`src/rtl/mmio_uart_tx.sv`:
```
// rtl/mmio_uart_tx.sv - memory-mapped 8N1 console transmitter with byte FIFO and status register
//
// Ports:
//   clk        core clock, all state on rising edge
//   reset      asynchronous active-high reset
//   MemWrite   store strobe from core
//   DataAdr    store/load address from core
//   WriteData  store data from core (TXDATA uses [7:0], STATUS clear uses [3])
//   ReadData   STATUS when DataAdr==BASE_ADDR+4, else 0 (combinational)
//   tx         serial line, idle high
//   busy       FSM not IDLE or FIFO non-empty
module mmio_uart_tx #(
    parameter logic [31:0] BASE_ADDR    = 32'h0000_0100,
    parameter int          CLKS_PER_BIT = 4,
    parameter int          FIFO_DEPTH   = 8
) (
    input  logic        clk,
    input  logic        reset,
    input  logic        MemWrite,
    input  logic [31:0] DataAdr,
    input  logic [31:0] WriteData,
    output logic [31:0] ReadData,
    output logic        tx,
    output logic        busy
);

    localparam int AW = $clog2(FIFO_DEPTH);
    localparam int BW = (CLKS_PER_BIT > 1) ? $clog2(CLKS_PER_BIT) : 1;
    localparam logic [AW:0]   DEPTH_C   = (AW+1)'(FIFO_DEPTH);
    localparam logic [BW-1:0] BAUD_LAST = BW'(CLKS_PER_BIT - 1);

    typedef enum logic [1:0] {IDLE, START, DATA, STOP} state_t;

    state_t        state, state_n;
    logic [BW-1:0] baud, baud_n;
    logic [2:0]    bitcnt, bitcnt_n;
    logic [7:0]    shift, shift_n;

    logic [7:0]    mem [FIFO_DEPTH];
    logic [AW-1:0] wptr, rptr;
    logic [AW:0]   count;
    logic          ovf;

    logic wr_data, wr_stat, full, empty, pop, push, ovf_set, ovf_clr;
    logic [31:0] status;

    // Only the low byte of a TXDATA store is meaningful.
    logic unused_wdata;
    assign unused_wdata = ^WriteData[31:8];

    assign wr_data = MemWrite && (DataAdr == BASE_ADDR);
    assign wr_stat = MemWrite && (DataAdr == BASE_ADDR + 32'd4);
    assign full    = (count == DEPTH_C);
    assign empty   = (count == '0);
    assign pop     = (state == IDLE) && !empty;
    // A pop in the same cycle frees a slot, so a push to a full FIFO still lands.
    assign push    = wr_data && (!full || pop);
    assign ovf_set = wr_data && full && !pop;
    assign ovf_clr = wr_stat && WriteData[3];

    always_ff @(posedge clk or posedge reset) begin
        if (reset) begin
            wptr  <= '0;
            rptr  <= '0;
            count <= '0;
            ovf   <= 1'b0;
        end else begin
            if (push) wptr <= wptr + 1'b1;
            if (pop)  rptr <= rptr + 1'b1;
            if (push && !pop)
                count <= count + 1'b1;
            else if (pop && !push)
                count <= count - 1'b1;
            // Set has priority over a same-cycle clear.
            if (ovf_set)
                ovf <= 1'b1;
            else if (ovf_clr)
                ovf <= 1'b0;
        end
    end

    // Storage needs no reset; occupancy is tracked by the pointers and count.
    always_ff @(posedge clk) begin
        if (push) mem[wptr] <= WriteData[7:0];
    end

    always_ff @(posedge clk or posedge reset) begin
        if (reset) begin
            state  <= IDLE;
            baud   <= '0;
            bitcnt <= '0;
            shift  <= '0;
        end else begin
            state  <= state_n;
            baud   <= baud_n;
            bitcnt <= bitcnt_n;
            shift  <= shift_n;
        end
    end

    always_comb begin
        state_n  = state;
        baud_n   = baud;
        bitcnt_n = bitcnt;
        shift_n  = shift;
        tx       = 1'b1;
        case (state)
            IDLE: begin
                tx = 1'b1;
                if (pop) begin
                    state_n  = START;
                    shift_n  = mem[rptr];
                    bitcnt_n = '0;
                    baud_n   = '0;
                end
            end
            START: begin
                tx = 1'b0;
                if (baud == BAUD_LAST) begin
                    state_n = DATA;
                    baud_n  = '0;
                end else begin
                    baud_n = baud + 1'b1;
                end
            end
            DATA: begin
                tx = shift[0];
                if (baud == BAUD_LAST) begin
                    baud_n = '0;
                    if (bitcnt == 3'd7) begin
                        state_n = STOP;
                    end else begin
                        shift_n  = shift >> 1;
                        bitcnt_n = bitcnt + 1'b1;
                    end
                end else begin
                    baud_n = baud + 1'b1;
                end
            end
            STOP: begin
                tx = 1'b1;
                if (baud == BAUD_LAST) begin
                    state_n = IDLE;
                    baud_n  = '0;
                end else begin
                    baud_n = baud + 1'b1;
                end
            end
            default: begin
                state_n = IDLE;
            end
        endcase
    end

    assign busy = (state != IDLE) || !empty;

    always_comb begin
        status           = '0;
        status[0]        = full;
        status[1]        = empty;
        status[2]        = (state != IDLE);
        status[3]        = ovf;
        status[8 +: AW+1] = count;
    end

    assign ReadData = (DataAdr == BASE_ADDR + 32'd4) ? status : 32'h0;

endmodule
```
`config.mk`:
```
export PLATFORM = sky130hd
export DESIGN_NAME = mmio_uart_tx
export DESIGN_NICKNAME = d
export VERILOG_FILES = /design/src/rtl/mmio_uart_tx.sv
export SDC_FILE = /design/constraint.sdc
export NUM_CORES = 1
export LEC_CHECK = 0
export BUFFER_PORTS_ARGS = -buffer_cell sky130_fd_sc_hd__buf_4
export CAP_MARGIN = 20
export CORE_MARGIN = 8
export CORE_UTILIZATION = 54
export DETAILED_ROUTE_END_ITERATION = 8
export PLACE_DENSITY = 0.78
export SLEW_MARGIN = 20
export SYNTH_ARGS = -nofsm -noshare
export SYNTH_HDL_FRONTEND = slang
export SYNTH_SLANG_ARGS = --single-unit
```
`constraint.sdc`:
```
create_clock -name clk -period 3.1 [get_ports clk]
set_input_delay 0.465 -clock clk [delete_from_list [all_inputs] [get_ports clk]]
set_output_delay 0.465 -clock clk [all_outputs]
set_load 0.005 [all_outputs]
```
==> flow_summary_export.csv <==
group,metric,value,unit
clock_tree,cts_buffers,9,
placement,place_ws,0.251,ns
synthesis,async_reset_ff_share,28.9,%
worst_setup_path,criticalPathCategory,"reg2reg",
run_status,status,"finished, final reports clean",
floorplan,die_w,106,um
placement,placed_area,4740,um^2
synthesis,synth_ff_type,"edfxtp_1",
synthesis,synthCells,272,
cells_and_area,syn2layout_area_growth,13.7,%
worst_setup_path,worstPathCellList,"or4b_1 > nor2_2 > nor4_4 > ha_1 > inv_1 > ha_1 > a21o_1 > a21oi_1 > mux2i_1 > xnor2_1",
floorplan,start_util,55.7,%
pwr,ir_drop,0.293,mV
cells_and_area,diodes,0,
placement,io_buffers,52,
clock_tree,cts_resized,0,
cells_and_area,drive_gt1_share,34.0,%
worst_setup_path,r2r_start,"count[1]$_DFFE_PP0P_",
worst_setup_path,timing.rr.end,"count[3]$_DFFE_PP0P_",
timing,post-route-period-util,88.1,%
run,maxCapViolations,0,
timing,tightest_slew,0.818,ns
synthesis,ys_warn_count,0,
synthesis,synth_area,4330,um^2
timing,finalSetupViolations,0,
worst_setup_path,startpoint,"count[1]$_DFFE_PP0P_",
clock_tree,post-cts-setup-buffers,0,
worst_setup_path,path_delay_family,"simple AND/OR/NAND/NOR gates",
worst_setup_path,crit_fanout,7,
floorplan,rows,32,
grt,antenna_found_initial,0,
clock_tree,cts_buffer_depth,2,
timing,hold_violations,0,
detailed_routing,wl,8090,um
detailed_routing,wl_per_cell,18.4,um
timing,fin_skew,0.0125,ns
clock_tree,clock_latency,0.34,ns
pwr,power_density,423,nW/um^2
cells_and_area,layout_common_cells,"edfxtp_1, buf_4, dfrtp_1",
worst_setup_path,cp-end-kind,"flop",
clock_tree,cts_hold_buf,0,
synthesis,synth.distinct_cells,48,
floorplan,core,7770,um^2
clock_tree,clkTransAtPathRegs,0.09,ns
timing,final.setup.tns,0,ns
timing,min_period,2.73,ns
detailed_routing,drt_drc_violations_left,0,
timing,timing.slew.headroom,45.5,%
worst_setup_path,reg2regPathDepth,10,
worst_setup_path,critical_path.startpoint_type,"flop",
worst_setup_path,path_buf_inv,1,
grt,grt_overflow,0,
detailed_routing,antenna_left,0,
timing,drv_slew,0,
floorplan,die-height,106,um
synthesis,yosys-top-cells-area,"edfxtp_1, dfrtp_1, mux4_2, buf_4, ha_1",
clock_tree,root_buffer,"clkbuf_8",
worst_setup_path,rrSetupSlack,0.37,ns
detailed_routing,drtIter0Drc,92,
grt,grt_pass1_wl,13100,um
worst_setup_path,crit_required,3.37,ns
synthesis,ys_seq_area_share,59.4,%
placement,place_congestion,0.797,
cells_and_area,final_util,63.4,%
cells_and_area,n_fill_cell,585,
timing,rsz0062_at_grt,"false",
cells_and_area,final_common_cell,"edfxtp_1",
synthesis,synth_top_area_share,44.4,%
worst_hold_path,hp-class,"in2async",
timing,fmax,366,MHz
floorplan,die_area,11100,um^2
detailed_routing,drt_pass1_iterations,4,
synthesis,yosysTopAreaCell,"edfxtp_1",
detailed_routing,vias_per_cell,5.50,
synthesis,synth_edf_count,64,
grt,track_usage,14.9,%
worst_setup_path,slowest_delay,0.61,ns
clock_tree,cts_tree,"yes",
cells_and_area,fin_area,4920,um^2
worst_setup_path,cpMostUsedCell,"ha_1",
clock_tree,clock_sinks,90,
detailed_routing,vias,2419,
clock_tree,htree_levels,3,
grt,grt_max_degree,27,
worst_setup_path,crit_arrival,3.00,ns
pwr,p_leak,1.93,nW
floorplan,io_pins,101,
synthesis,avgSynthCellArea,15.9,um^2
placement,hpwl,5900,um
worst_setup_path,path_depth,10,
cells_and_area,fin_nets,414,
grt,grt_pass1_vias,2604,
worst_setup_path,cpMaxStageDelayCell,"or4b_1",
pwr,power,2.08,mW
timing,timing.final.ws_setup,0.370,ns
synthesis,ys_ff_latch,90,
[state kept, by name (all words and copies together) (netlist names)]
register	cells
mem	64
shift	8
count	4
bitcnt	3
rptr	3
wptr	3
baud	2
state	2
ovf	1
[final cells by class]
type | count | area, um^2 | share of cell area (%)
clock buffer | 10 | 128 | 2.59
clock inverter | 6 | 50.0 | 1.02
inverter | 5 | 18.8 | 0.381
multi-input combinational | 167 | 1580 | 32.0
sequential | 90 | 2570 | 52.3
tap | 102 | 128 | 2.59
timing repair buffer | 60 | 450 | 9.15
[cells in the mapped netlist, types with 2 or more instances]
cell type  number
nor4_1          3
a21oi_1         2
nor4_4          4
a22o_1          2
mux2i_1        10
buf_6           2
buf_4          24
inv_1           5
and4b_1         3
buf_2           3
mux2_1          4
xnor2_1         5
xor2_1          2
edfxtp_1       64
nand2_1        16
o21ai_1         8
and3b_1         2
a21o_1          2
nor3_1          5
ha_1           13
mux2_2          9
nor4_2          4
nor2_1          4
clkbuf_1        3
dfrtp_1        26
nand3_1         3
o21ai_0         2
and2_1          6
mux4_2         16
and3_1          2
[metal layers]
| metal | wire length [um] | global-route usage [%] | vias up |
|---|---|---|---|
| met1 | 3420 | 18.1 | 1238 |
| met3 | 355 | 2.62 | 7 |
| met5 | 0 | 0 | - |
| met4 | 96 | 5.33 | 0 |
| met2 | 4220 | 25.9 | 60 |
| li1 | - | - | 1114 |
[worst max path at each step]
stage                      endpoint  slack (ns)
2_1_floorplan  count[3]$_DFFE_PP0P_        0.41
3_3_place_gp   count[3]$_DFFE_PP0P_        0.29
3_5_place_dp   count[3]$_DFFE_PP0P_        0.25
4_1_cts        count[3]$_DFFE_PP0P_        0.36
5_1_grt        count[3]$_DFFE_PP0P_        0.24
6_report       count[3]$_DFFE_PP0P_        0.37
[per-stage QoR]
stage / hold WS [ns] / cells
6_report: 0.179 / 440
5_1_grt: 0.219 / 440
4_1_cts: 0.334 / 440
3_5_place_dp: 0.480 / 424
3_3_place_gp: 0.467 / 424
2_1_floorplan: 0.448 / 295
[power breakdown]
group / internal (mW) / switching [mW]
clock network: 0.301 / 0.411
logic: 0.0386 / 0.0416
registers: 1.29 / 0.00000000364
[cell families after synthesis]
kind of cell / count (synthesis) / share of synthesized area [%]
flip-flops: 90 / 59.4
AND/OR/NAND/NOR: 63 / 11.7
XOR/XNOR: 7 / 1.42
other: 1 / 0.0866
adder cells (fa/ha/maj): 14 / 4.22
AO/OA/AOI/OAI: 20 / 2.95
multiplexers: 39 / 14.0
buffers and inverters: 38 / 6.18
Note: power is estimated with default switching activity, not from simulation.
